[src/rtl/fx_chain_pkg.sv]
// Shared types and constants for the effect-chain sequencer.
// No logic here; latency not applicable.
// No backpressure; constants only.
package fx_chain_pkg;

  // Sequencer states
  typedef enum logic [1:0] {
    ST_IDLE   = 2'd0,
    ST_SELECT = 2'd1,
    ST_WAIT   = 2'd2,
    ST_OUTPUT = 2'd3
  } state_t;

  localparam int DEFAULT_WIDTH = 12;

  // Dropped-sample counter width and its saturation value
  localparam int              OVR_W   = 8;
  localparam logic [OVR_W-1:0] OVR_MAX = 8'hFF;

  // Stage index is wide enough to hold 0..16; per-stage vectors are padded to
  // 2**IDX_W entries so the index never runs past a vector end.
  localparam int IDX_W = 5;
  localparam int PAD_N = 32;

endpackage

[src/rtl/fx_stage_timer.sv]
// Per-stage wait timer: counts cycles spent waiting on one effect stage.
// Expired asserts combinationally once the count equals TIMEOUT.
// No backpressure; the counter holds at TIMEOUT until cleared.
module fx_stage_timer #(
  parameter int TIMEOUT = 1023,
  parameter int CNT_W   = 10
) (
  input  logic clock,
  input  logic reset,
  input  logic i_clear,
  input  logic i_enable,
  output logic o_expired
);

  logic [CNT_W-1:0] r_count;

  assign o_expired = (r_count == CNT_W'(TIMEOUT));

  // Clear on stage launch, count while waiting, hold once expired
  always_ff @(posedge clock) begin
    if (reset || i_clear) begin
      r_count <= '0;
    end else if (i_enable && !o_expired) begin
      r_count <= r_count + CNT_W'(1);
    end
  end

endmodule

[src/rtl/fx_chain_sequencer.sv]
// Carries one sample through STAGES effect modules via start/done, with bypass and timeout.
// Latency 2 + sum(enabled ? 1+d_i : 1) cycles from accept to sample_ready.
// Samples arriving while busy are dropped and counted; no stall is offered upstream.
module fx_chain_sequencer
  import fx_chain_pkg::*;
#(
  parameter int WIDTH   = DEFAULT_WIDTH,
  parameter int STAGES  = 5,
  parameter int TIMEOUT = 1023
) (
  input  logic                    clock,
  input  logic                    reset,
  input  logic                    playback,
  input  logic                    new_sample_ready,
  input  logic [WIDTH-1:0]        samples_in,
  input  logic [STAGES-1:0]       stage_enable,
  output logic [STAGES-1:0]       stage_start,
  output logic [WIDTH-1:0]        stage_sample,
  input  logic [STAGES*WIDTH-1:0] stage_result,
  input  logic [STAGES-1:0]       stage_done,
  output logic [WIDTH-1:0]        to_ac97_data,
  output logic                    sample_ready,
  output logic                    busy,
  output logic [OVR_W-1:0]        overrun_count,
  output logic                    timeout_flag
);

  localparam int CNT_W = (TIMEOUT < 1) ? 1 : $clog2(TIMEOUT + 1);

  state_t            r_state;
  logic [IDX_W-1:0]  r_idx;
  logic [WIDTH-1:0]  r_work;
  logic [WIDTH-1:0]  r_data;
  logic              r_sample_ready;
  logic              r_timeout;
  logic [OVR_W-1:0]  r_ovr;

  logic [PAD_N-1:0]             w_en_pad;
  logic [PAD_N-1:0]             w_done_pad;
  logic [PAD_N-1:0][WIDTH-1:0]  w_res_pad;
  logic [PAD_N-1:0]             w_start_pad;
  logic                         w_at_end;
  logic                         w_stage_en;
  logic                         w_stage_done;
  logic [WIDTH-1:0]             w_stage_res;
  logic                         w_launch;
  logic                         w_expired;
  logic                         w_overrun;

  // Widen per-stage inputs to the padded index range and pick the current stage
  always_comb begin
    w_en_pad    = '0;
    w_done_pad  = '0;
    w_res_pad   = '0;
    w_start_pad = '0;
    w_en_pad[STAGES-1:0]   = stage_enable;
    w_done_pad[STAGES-1:0] = stage_done;
    for (int i = 0; i < STAGES; i++) begin
      w_res_pad[i] = stage_result[i*WIDTH +: WIDTH];
    end
    if (w_launch) begin
      w_start_pad[r_idx] = 1'b1;
    end
  end

  assign w_at_end     = (r_idx == IDX_W'(STAGES));
  assign w_stage_en   = w_en_pad[r_idx];
  assign w_stage_done = w_done_pad[r_idx];
  assign w_stage_res  = w_res_pad[r_idx];
  // Start pulse is issued in the SELECT cycle itself so an enabled stage costs no extra cycle
  assign w_launch     = (r_state == ST_SELECT) && !w_at_end && w_stage_en;
  assign w_overrun    = playback && new_sample_ready && (r_state != ST_IDLE);

  fx_stage_timer #(
    .TIMEOUT (TIMEOUT),
    .CNT_W   (CNT_W)
  ) u_timer (
    .clock     (clock),
    .reset     (reset),
    .i_clear   (w_launch),
    .i_enable  (r_state == ST_WAIT),
    .o_expired (w_expired)
  );

  // Chain control: accept a sample, walk the stages, then present the result
  always_ff @(posedge clock) begin
    if (reset) begin
      r_state        <= ST_IDLE;
      r_idx          <= '0;
      r_work         <= '0;
      r_data         <= '0;
      r_sample_ready <= 1'b0;
      r_timeout      <= 1'b0;
      r_ovr          <= '0;
    end else begin
      r_sample_ready <= 1'b0;
      if (w_overrun && (r_ovr != OVR_MAX)) begin
        r_ovr <= r_ovr + OVR_W'(1);
      end
      case (r_state)
        ST_IDLE: begin
          if (playback && new_sample_ready) begin
            r_work  <= samples_in;
            r_idx   <= '0;
            r_state <= ST_SELECT;
          end
        end
        ST_SELECT: begin
          if (w_at_end) begin
            r_data         <= r_work;
            r_sample_ready <= 1'b1;
            r_state        <= ST_OUTPUT;
          end else if (w_stage_en) begin
            r_state <= ST_WAIT;
          end else begin
            r_idx <= r_idx + IDX_W'(1);
          end
        end
        ST_WAIT: begin
          // A done arriving on the expiry cycle still delivers its result
          if (w_stage_done) begin
            r_work  <= w_stage_res;
            r_idx   <= r_idx + IDX_W'(1);
            r_state <= ST_SELECT;
          end else if (w_expired) begin
            r_timeout <= 1'b1;
            r_idx     <= r_idx + IDX_W'(1);
            r_state   <= ST_SELECT;
          end
        end
        ST_OUTPUT: begin
          r_state <= ST_IDLE;
        end
        default: begin
          r_state <= ST_IDLE;
        end
      endcase
    end
  end

  assign stage_start   = w_start_pad[STAGES-1:0];
  assign stage_sample  = r_work;
  assign to_ac97_data  = r_data;
  assign sample_ready  = r_sample_ready;
  assign busy          = (r_state != ST_IDLE);
  assign overrun_count = r_ovr;
  assign timeout_flag  = r_timeout;

endmodule

[config.mk]
export PLATFORM = sky130hd
export DESIGN_NAME = fx_chain_sequencer
export DESIGN_NICKNAME = d
export VERILOG_FILES = /design/src/rtl/fx_chain_pkg.sv /design/src/rtl/fx_stage_timer.sv /design/src/rtl/fx_chain_sequencer.sv
export SDC_FILE = /design/constraint.sdc
export NUM_CORES = 1
export LEC_CHECK = 0
export ABC_AREA = 1
export CAP_MARGIN = 30
export CELL_PAD_IN_SITES_DETAIL_PLACEMENT = 1
export CELL_PAD_IN_SITES_GLOBAL_PLACEMENT = 1
export CORE_AREA = 5 5 117 119
export DETAILED_ROUTE_END_ITERATION = 10
export DIE_AREA = 0 0 122 124
export PLACE_DENSITY_LB_ADDON = 0.12
export SYNTH_ARGS = -nofsm -noshare
export SYNTH_HDL_FRONTEND = slang
export SYNTH_SLANG_ARGS = --single-unit
[constraint.sdc]
create_clock -name clock -period 1.6 [get_ports clock]
set_clock_uncertainty 0.05 [all_clocks]
set_input_delay 0.32 -clock clock [delete_from_list [all_inputs] [get_ports clock]]
set_output_delay 0.32 -clock clock [all_outputs]
set_load 0.01 [all_outputs]
==> run summary, run 1 <==
Buf+Inv Stages, Crit Path -> 2
Worst Setup End Kind -> output pin
Critical path launch point type -> input port
CTS clock-pin slew for the worst setup and hold paths -> 0.07 ns
Flop2flop setup slack -> -0.17 ns
VDD IR max -> 0.000713 V
Vias -> 4026
Final Hold Viols -> 0
Crit path max fanout -> 6
Sequential share of the synthesized area -> 32.1%
Setup TNS -> -2.76 ns
Slew margin rel. -> 74.0%
GR Overflow Total -> 0
Setup-failing EPs final -> 23
Pwr dens -> 1560 nW/um2
First-pass GRT wire length -> 21300 um
Final Instance Area -> 5860 um2
Wirelength, routed -> 13700 um
Area of the multi-input gates -> 2330 um2
Synth Instances -> 514
Level count of the clock H-tree -> 2
WS Path Type -> in2out
Clk_lat worst skew -> 0.29 ns
CP Launch Point -> stage_enable[0]
Hold crit path type -> reg2reg
CP Cell Sequence -> clkdlybuf4s50_1 > nand2_1 > nand3_1 > nand3_2 > nand2_2 > nand2_4 > nor3_2 > buf_2
Antenna Cells -> 0
Gr usage total -> 17.8%
IO Port Bufs -> 125
Pins Over Slew Limit -> 0
CP Data Required Time -> 1.23 ns
Critical path's slowest cell -> clkdlybuf4s50_1
Nets@finish -> 796
TritonCTS clock tree -> done
Post-route DRC -> 0
WL per Instance -> 15.7 um
Reg area -> 1040 um2
Net Count, Synth -> 611
Cell taking the most area after synthesis -> dfxtp_1
Total CTS buffers -> 5
Antenna viol nets, final -> 0
Final min period -> 1.95 ns
Final worst slack -> -0.346 ns
Placer Congestion -> 0.826
TritonRoute pass-1 iters -> 4
Crit-path max cell delay -> 0.49 ns
Yosys cell types -> 30
Max Freq -> 514 MHz
Largest net degree at the start of global routing -> 26
Period utilization -> 122%
Worst r2r src -> r_idx[0]
Die area -> 15100 um2
Placed Area -> 4990 um2
Root buffer cell -> clkbuf_16
Core area -> 12500 um2
Largest delay share family, worst path -> buffers and inverters
Hold Buf Count CTS -> 0
Max clock buf depth -> 2
Leakage -> 0.00263 uW
Clock sinks -> 51
Area growth, synth to finish -> 84.3%
CP Data Arrival Time -> 1.58 ns
Worst Min Path Start -> timeout_flag
RSZ-0062 raised after global routing -> true
Status -> finished, violations left
Primary FF master, synth -> dfxtp_1
Initial antenna violation count -> 0
Syn. warnings -> 0
Proportion of layout cells with a drive suffix above 1 -> 26.9%
Worst-Margin Slew -> 0.390 ns
#FFs+latches synth -> 51
Ports -> 126
Failing checks -> setup timing
Number of synthesized flops with an enable pin -> 0
Top cell type's share of synthesized area -> 32.1%
Post-Syn Area -> 3180 um2
Max-cap violations -> 0
Area contributors post-synth -> dfxtp_1 32%, nand2_1 16%, nor2_1 12%
Vias per cell -> 4.62
Async SR Flop Fraction -> 0%
Initial Util -> 25.5%
Vias in the first global route -> 4405
Hpwl dp -> 9750 um
Synthesized area per cell -> 6.19 um2
Filler instances -> 1551
Placement Rows -> 41
Die Height -> 124 um
DRT iter0 DRCs -> 123
Die width -> 122 um
==> power breakdown <==
| group | switching [uW] | leakage (uW) | total, uW | internal (uW) |
|---|---|---|---|---|
| Sequential | 221 | 0.000420 | 1780 | 1560 |
| Combinational | 3400 | 0.00212 | 6140 | 2740 |
| Clock | 504 | 0.0000838 | 1240 | 739 |
| Total | 4120 | 0.00263 | 9170 | 5040 |
==> logic make-up after synthesis <==
| logic type | count (synthesis) | share of synthesized area [%] |
|---|---|---|
| adders and majority gates | 11 | 4.33 |
| AOI/OAI and AO/OA | 66 | 11.6 |
| and+or+nand+nor | 316 | 42.3 |
| DFF | 51 | 32.1 |
| xor gates and xnor gates | 4 | 1.10 |
| buffers and inverters | 66 | 8.65 |
==> cells in the final DEF (no fill, tap or decap), drive strengths merged <==
master / count
clkbuf: 6
buf: 75
nor3: 5
nor4: 1
a21oi: 39
o21ai: 20
o31ai: 1
nor2: 109
nand3: 38
bufinv: 1
dlygate4sd2: 7
or2: 3
clkdlybuf4s50: 104
bufbuf: 1
o211ai: 4
a31oi: 1
a211oi: 1
clkinv: 2
inv: 44
nand4: 15
dlymetal6s2s: 8
ha: 11
o21a: 2
nand2: 143
nor3b: 3
dfxtp: 51
xor2: 4
o21bai: 1
==> layer usage <==
metal,vias to the layer above,GRT usage (%),share of wire (%)
met2,70,33.4,53
met1,1915,20.1,41
li1,2023,-,-
met4,0,4.48,1.8
met3,18,4.59,4.4
met5,-,0,0
==> worst reg2reg max path: stages, from the launching register on <==
cell	delay (ns)
dfxtp_4	0.42
inv_2	0.08
nand2_1	0.08
nand3_1	0.09
nand3_2	0.10
nand2_2	0.08
buf_4	0.14
buf_4	0.14
a21oi_4	0.25
nand3_1	0.11
nand2_1	0.08
nor2_1	0.05
==> registers in the layout (all words and copies together) (netlist names) <==
register	count
stage_sample	12
to_ac97_data	12
u_timer.r_count	10
overrun_count	8
r_idx	5
r_state	2
sample_ready	1
timeout_flag	1
==> path summary, 6_finish.rpt <==
check / depth (start not counted) / endpoint
max: 8 / stage_start[3]
min: 1 / timeout_flag
max reg2reg: 11 / r_idx[4]
min reg2reg: 1 / timeout_flag
==> cell type report <==
type                       count  area share, %
multi-input combinational    401           39.8
timing repair buffer         196           32.9
sequential                    51           17.7
tap                          172           3.67
inverter                      44           3.03
clock buffer                   5           2.13
clock inverter                 3          0.747
==> Yosys cell counts (2+ instances only) <==
| cell type | n |
|---|---|
| a21oi_1 | 37 |
| a21oi_2 | 2 |
| buf_2 | 7 |
| buf_4 | 3 |
| clkbuf_1 | 11 |
| dfxtp_1 | 51 |
| ha_1 | 11 |
| inv_1 | 40 |
| inv_2 | 4 |
| nand2_1 | 138 |
| nand2_2 | 4 |
| nand3_1 | 34 |
| nand3_2 | 4 |
| nand4_1 | 15 |
| nor2_1 | 103 |
| nor2_2 | 6 |
| nor3_1 | 5 |
| nor3b_1 | 3 |
| o21a_1 | 2 |
| o21ai_0 | 20 |
| or2_2 | 2 |
| xor2_1 | 4 |
==> per-stage QoR <==
stage | util (%) | instances | worst slack (ns) | hold WS [ns] | power [uW]
6_report | 47.0 | 872 | -0.346 | 0.431 | 9170
5_1_grt | 47.0 | 872 | -0.406 | 0.448 | 9890
4_1_cts | 44.4 | 864 | -0.330 | 0.438 | 8740
3_5_place_dp | 40.1 | 841 | -0.839 | 0.420 | 6430
3_3_place_gp | 40.1 | 841 | -0.799 | 0.403 | 6300
2_1_floorplan | - | 514 | -0.0717 | 0.407 | 4460
==> what timing repair did <==
item / 4_1_cts / 5_1_grt
gates cloned: 4 / 2
buffers inserted: 11 / 9
resized for setup: 88 / 70
pin swaps: 22 / 37
hold endpoints to repair: 0 / 0
setup endpoints to repair: 61 / 62
(Power assumes the default switching activity.)
==> run 2, diff against run 1 <==
--- a/config.mk
+++ b/config.mk
@@ -7,7 +7,7 @@
 export LEC_CHECK = 0
 export ABC_AREA = 1
 export CAP_MARGIN = 30
-export CELL_PAD_IN_SITES_DETAIL_PLACEMENT = 1
+export CELL_PAD_IN_SITES_DETAIL_PLACEMENT = 0
 export CELL_PAD_IN_SITES_GLOBAL_PLACEMENT = 1
 export CORE_AREA = 5 5 117 119
 export DETAILED_ROUTE_END_ITERATION = 10
==> run 2 against run 1 <==
Net effect: the run still ends with setup timing left; clock power fell by 8%; highest routed layer unchanged; die area did not move; register-to-register slack improved by 0.10 ns; worst hold slack got worse by 0.012 ns; count of clock-buffer cells in the layout rose by 1.
==> run summary, run 2 (synthesis gave the netlist of run 1 again) <==
Hold Buf Count CTS -> 0 (unchanged)
Proportion of layout cells with a drive suffix above 1 -> 26.9% (about the same)
Fin util -> 47.4% (was 47.0%)
Worst r2r src -> r_idx[0] (unchanged)
Gr usage total -> 15.3% (was 17.8%)
Slew margin rel. -> 74.6% (was 74.0%)
Core area -> 12500 um2 (unchanged)
Leakage -> 0.00264 uW (was 0.00263 uW)
CP Cell Sequence -> clkdlybuf4s50_1 > nand2_1 > nand3_1 > nand3_2 > nand2_2 > nand2_4 > nor4_4 > buf_2 (was clkdlybuf4s50_1 > nand2_1 > nand3_1 > nand3_2 > nand2_2 > nand2_4 > nor3_2 > buf_2)
Placed Area -> 4990 um2 (unchanged)
TritonCTS clock tree -> done (unchanged)
Die Height -> 124 um (unchanged)
GR Overflow Total -> 0 (unchanged)
Post-route DRC -> 0 (unchanged)
Clk_lat worst skew -> 0.30 ns (was 0.29 ns)
Initial antenna violation count -> 0 (unchanged)
First-pass GRT wire length -> 18300 um (was 21300 um)
DRT iter0 DRCs -> 158 (was 123)
Critical path launch point type -> input port (unchanged)
Placement Rows -> 41 (unchanged)
Initial Util -> 25.5% (unchanged)
Clock network power share -> 12.4% (was 13.6%)
Final worst slack -> -0.303 ns (was -0.346 ns)
Final min period -> 1.90 ns (was 1.95 ns)
Final Hold Viols -> 0 (unchanged)
Crit-path max cell delay -> 0.46 ns (was 0.49 ns)
Hold crit path type -> reg2reg (unchanged)
CP Data Arrival Time -> 1.53 ns (was 1.58 ns)
Antenna viol nets, final -> 0 (unchanged)
Total CTS buffers -> 5 (unchanged)
Hpwl dp -> 8760 um (was 9750 um)
Vias in the first global route -> 3820 (was 4405)
Power share of the combinational group -> 68.3% (was 67.0%)
Ports -> 126 (unchanged)
Level count of the clock H-tree -> 2 (unchanged)
Largest net degree at the start of global routing -> 26 (unchanged)
Pins Over Slew Limit -> 0 (unchanged)
Max Freq -> 525 MHz (was 514 MHz)
Max clock buf depth -> 2 (unchanged)
Flop2flop setup slack -> -0.07 ns (was -0.17 ns)
Setup slack at placement -> -0.832 ns (was -0.839 ns)
Flop pwr share -> 19.2% (was 19.5%)
Clock sinks -> 51 (unchanged)
Switch Pwr -> 4060 uW (was 4120 uW)
Worst Min Path Start -> timeout_flag (unchanged)
CTS clock-pin slew for the worst setup and hold paths -> 0.07 ns (about the same)
Commonest non-fill, non-tap cell in the layout -> nand2_1 (unchanged)
Antenna Cells -> 0 (unchanged)
CP Launch Point -> stage_enable[1] (was stage_enable[0])
Status -> finished, violations left (unchanged)
Crit path max fanout -> 6 (unchanged)
Most frequent cells in the layout -> 126 x nand2_1, 105 x clkdlybuf4s50_1, 89 x nor2_1 (was 122 x nand2_1, 104 x clkdlybuf4s50_1, 92 x nor2_1)
Period utilization -> 119% (was 122%)
IO Port Bufs -> 125 (unchanged)
Worst-Margin Slew -> 0.379 ns (was 0.390 ns)
Failing checks -> setup timing (unchanged)
Internal Power -> 5130 uW (was 5040 uW)
Area growth, synth to finish -> 85.8% (was 84.3%)
Critical path's slowest cell -> clkdlybuf4s50_1 (unchanged)
Setup-failing EPs final -> 17 (was 23)
Nets@finish -> 802 (was 796)
Pwr Total -> 9180 uW (was 9170 uW)
WL per Instance -> 14.0 um (was 15.7 um)
Root buffer cell -> clkbuf_16 (unchanged)
WS Path Type -> in2out (unchanged)
Wirelength, routed -> 12300 um (was 13700 um)
TritonRoute pass-1 iters -> 4 (unchanged)
Pwr dens -> 1550 nW/um2 (was 1560 nW/um2)
Vias -> 3972 (was 4026)
Die width -> 122 um (unchanged)
Worst Setup End Kind -> output pin (unchanged)
Final Instance Area -> 5910 um2 (was 5860 um2)
VDD IR max -> 0.000691 V (was 0.000713 V)
Sw Share -> 44.2% (was 45.0%)
CP Data Required Time -> 1.23 ns (about the same)
Minimum hold slack -> 0.419 ns (was 0.431 ns)
Max-cap violations -> 0 (unchanged)
RSZ-0062 raised after global routing -> true (unchanged)
Vias per cell -> 4.52 (was 4.62)
Placer Congestion -> 0.826 (unchanged)
Die area -> 15100 um2 (unchanged)
==> run 2: cell type report <==
type                            instances  area (um2)
Multi-Input combinational cell        400        2310
Tap cell                              172         215
Sequential cell                        51        1040
Timing Repair Buffer                  203        2000
Clock buffer                            6         139
Clock inverter                          2        16.3
Fill cell                            1276        6560
Inverter                               44         180
==> run 2: path summary, 6_finish.rpt <==
kind                      endpoint  cells past startpoint
setup / recovery    stage_start[4]                      8
hold / removal        timeout_flag                      1
setup reg to reg  stage_sample[11]                     10
hold reg to reg       timeout_flag                      1
==> run 2: power by group through the flow <==
| stage | Sequential, uW | Combinational (uW) | Clock [uW] |
|---|---|---|---|
| after floorplan | 1820 | 2640 | 0 |
| after global placement | 1780 | 4530 | 0 |
| after detailed placement | 1770 | 4540 | 0 |
| after CTS | 1760 | 5540 | 1170 |
| after global routing | 1810 | 6820 | 1220 |
| final | 1770 | 6280 | 1140 |
==> run 2: layer usage <==
layer / vias up / track usage (%) / share of wire [%] / wire length [um]
li1: 2038 / - / - / -
met1: 1819 / 18.3 / 42 / 5180
met2: 97 / 26.5 / 49 / 5970
met3: 18 / 5.09 / 7.3 / 901
met4: 0 / 4.13 / 1.9 / 236
met5: - / 0 / 0 / 0
==> run 2: metrics by stage <==
step                setup TNS, ns  std cells
floorplan                 -0.0717        514
global placement           -11.52        841
detailed placement         -12.31        841
CTS                         -1.93        864
global route                -3.72        878
finish                      -1.71        878
==> run 2: repair_timing <==
action | CTS | global route
gates resized for setup | 79 | 85
cloned | 4 | 3
pin swaps | 18 | 31
endpoints found under the setup margin | 53 | 60
setup buffers | 11 | 11
==> run 2: worst max-delay path: cells and delay by family <==
kind,cells,cell delay [ns]
AND/OR/NAND/NOR,6,0.58
buffers and inverters,2,0.63
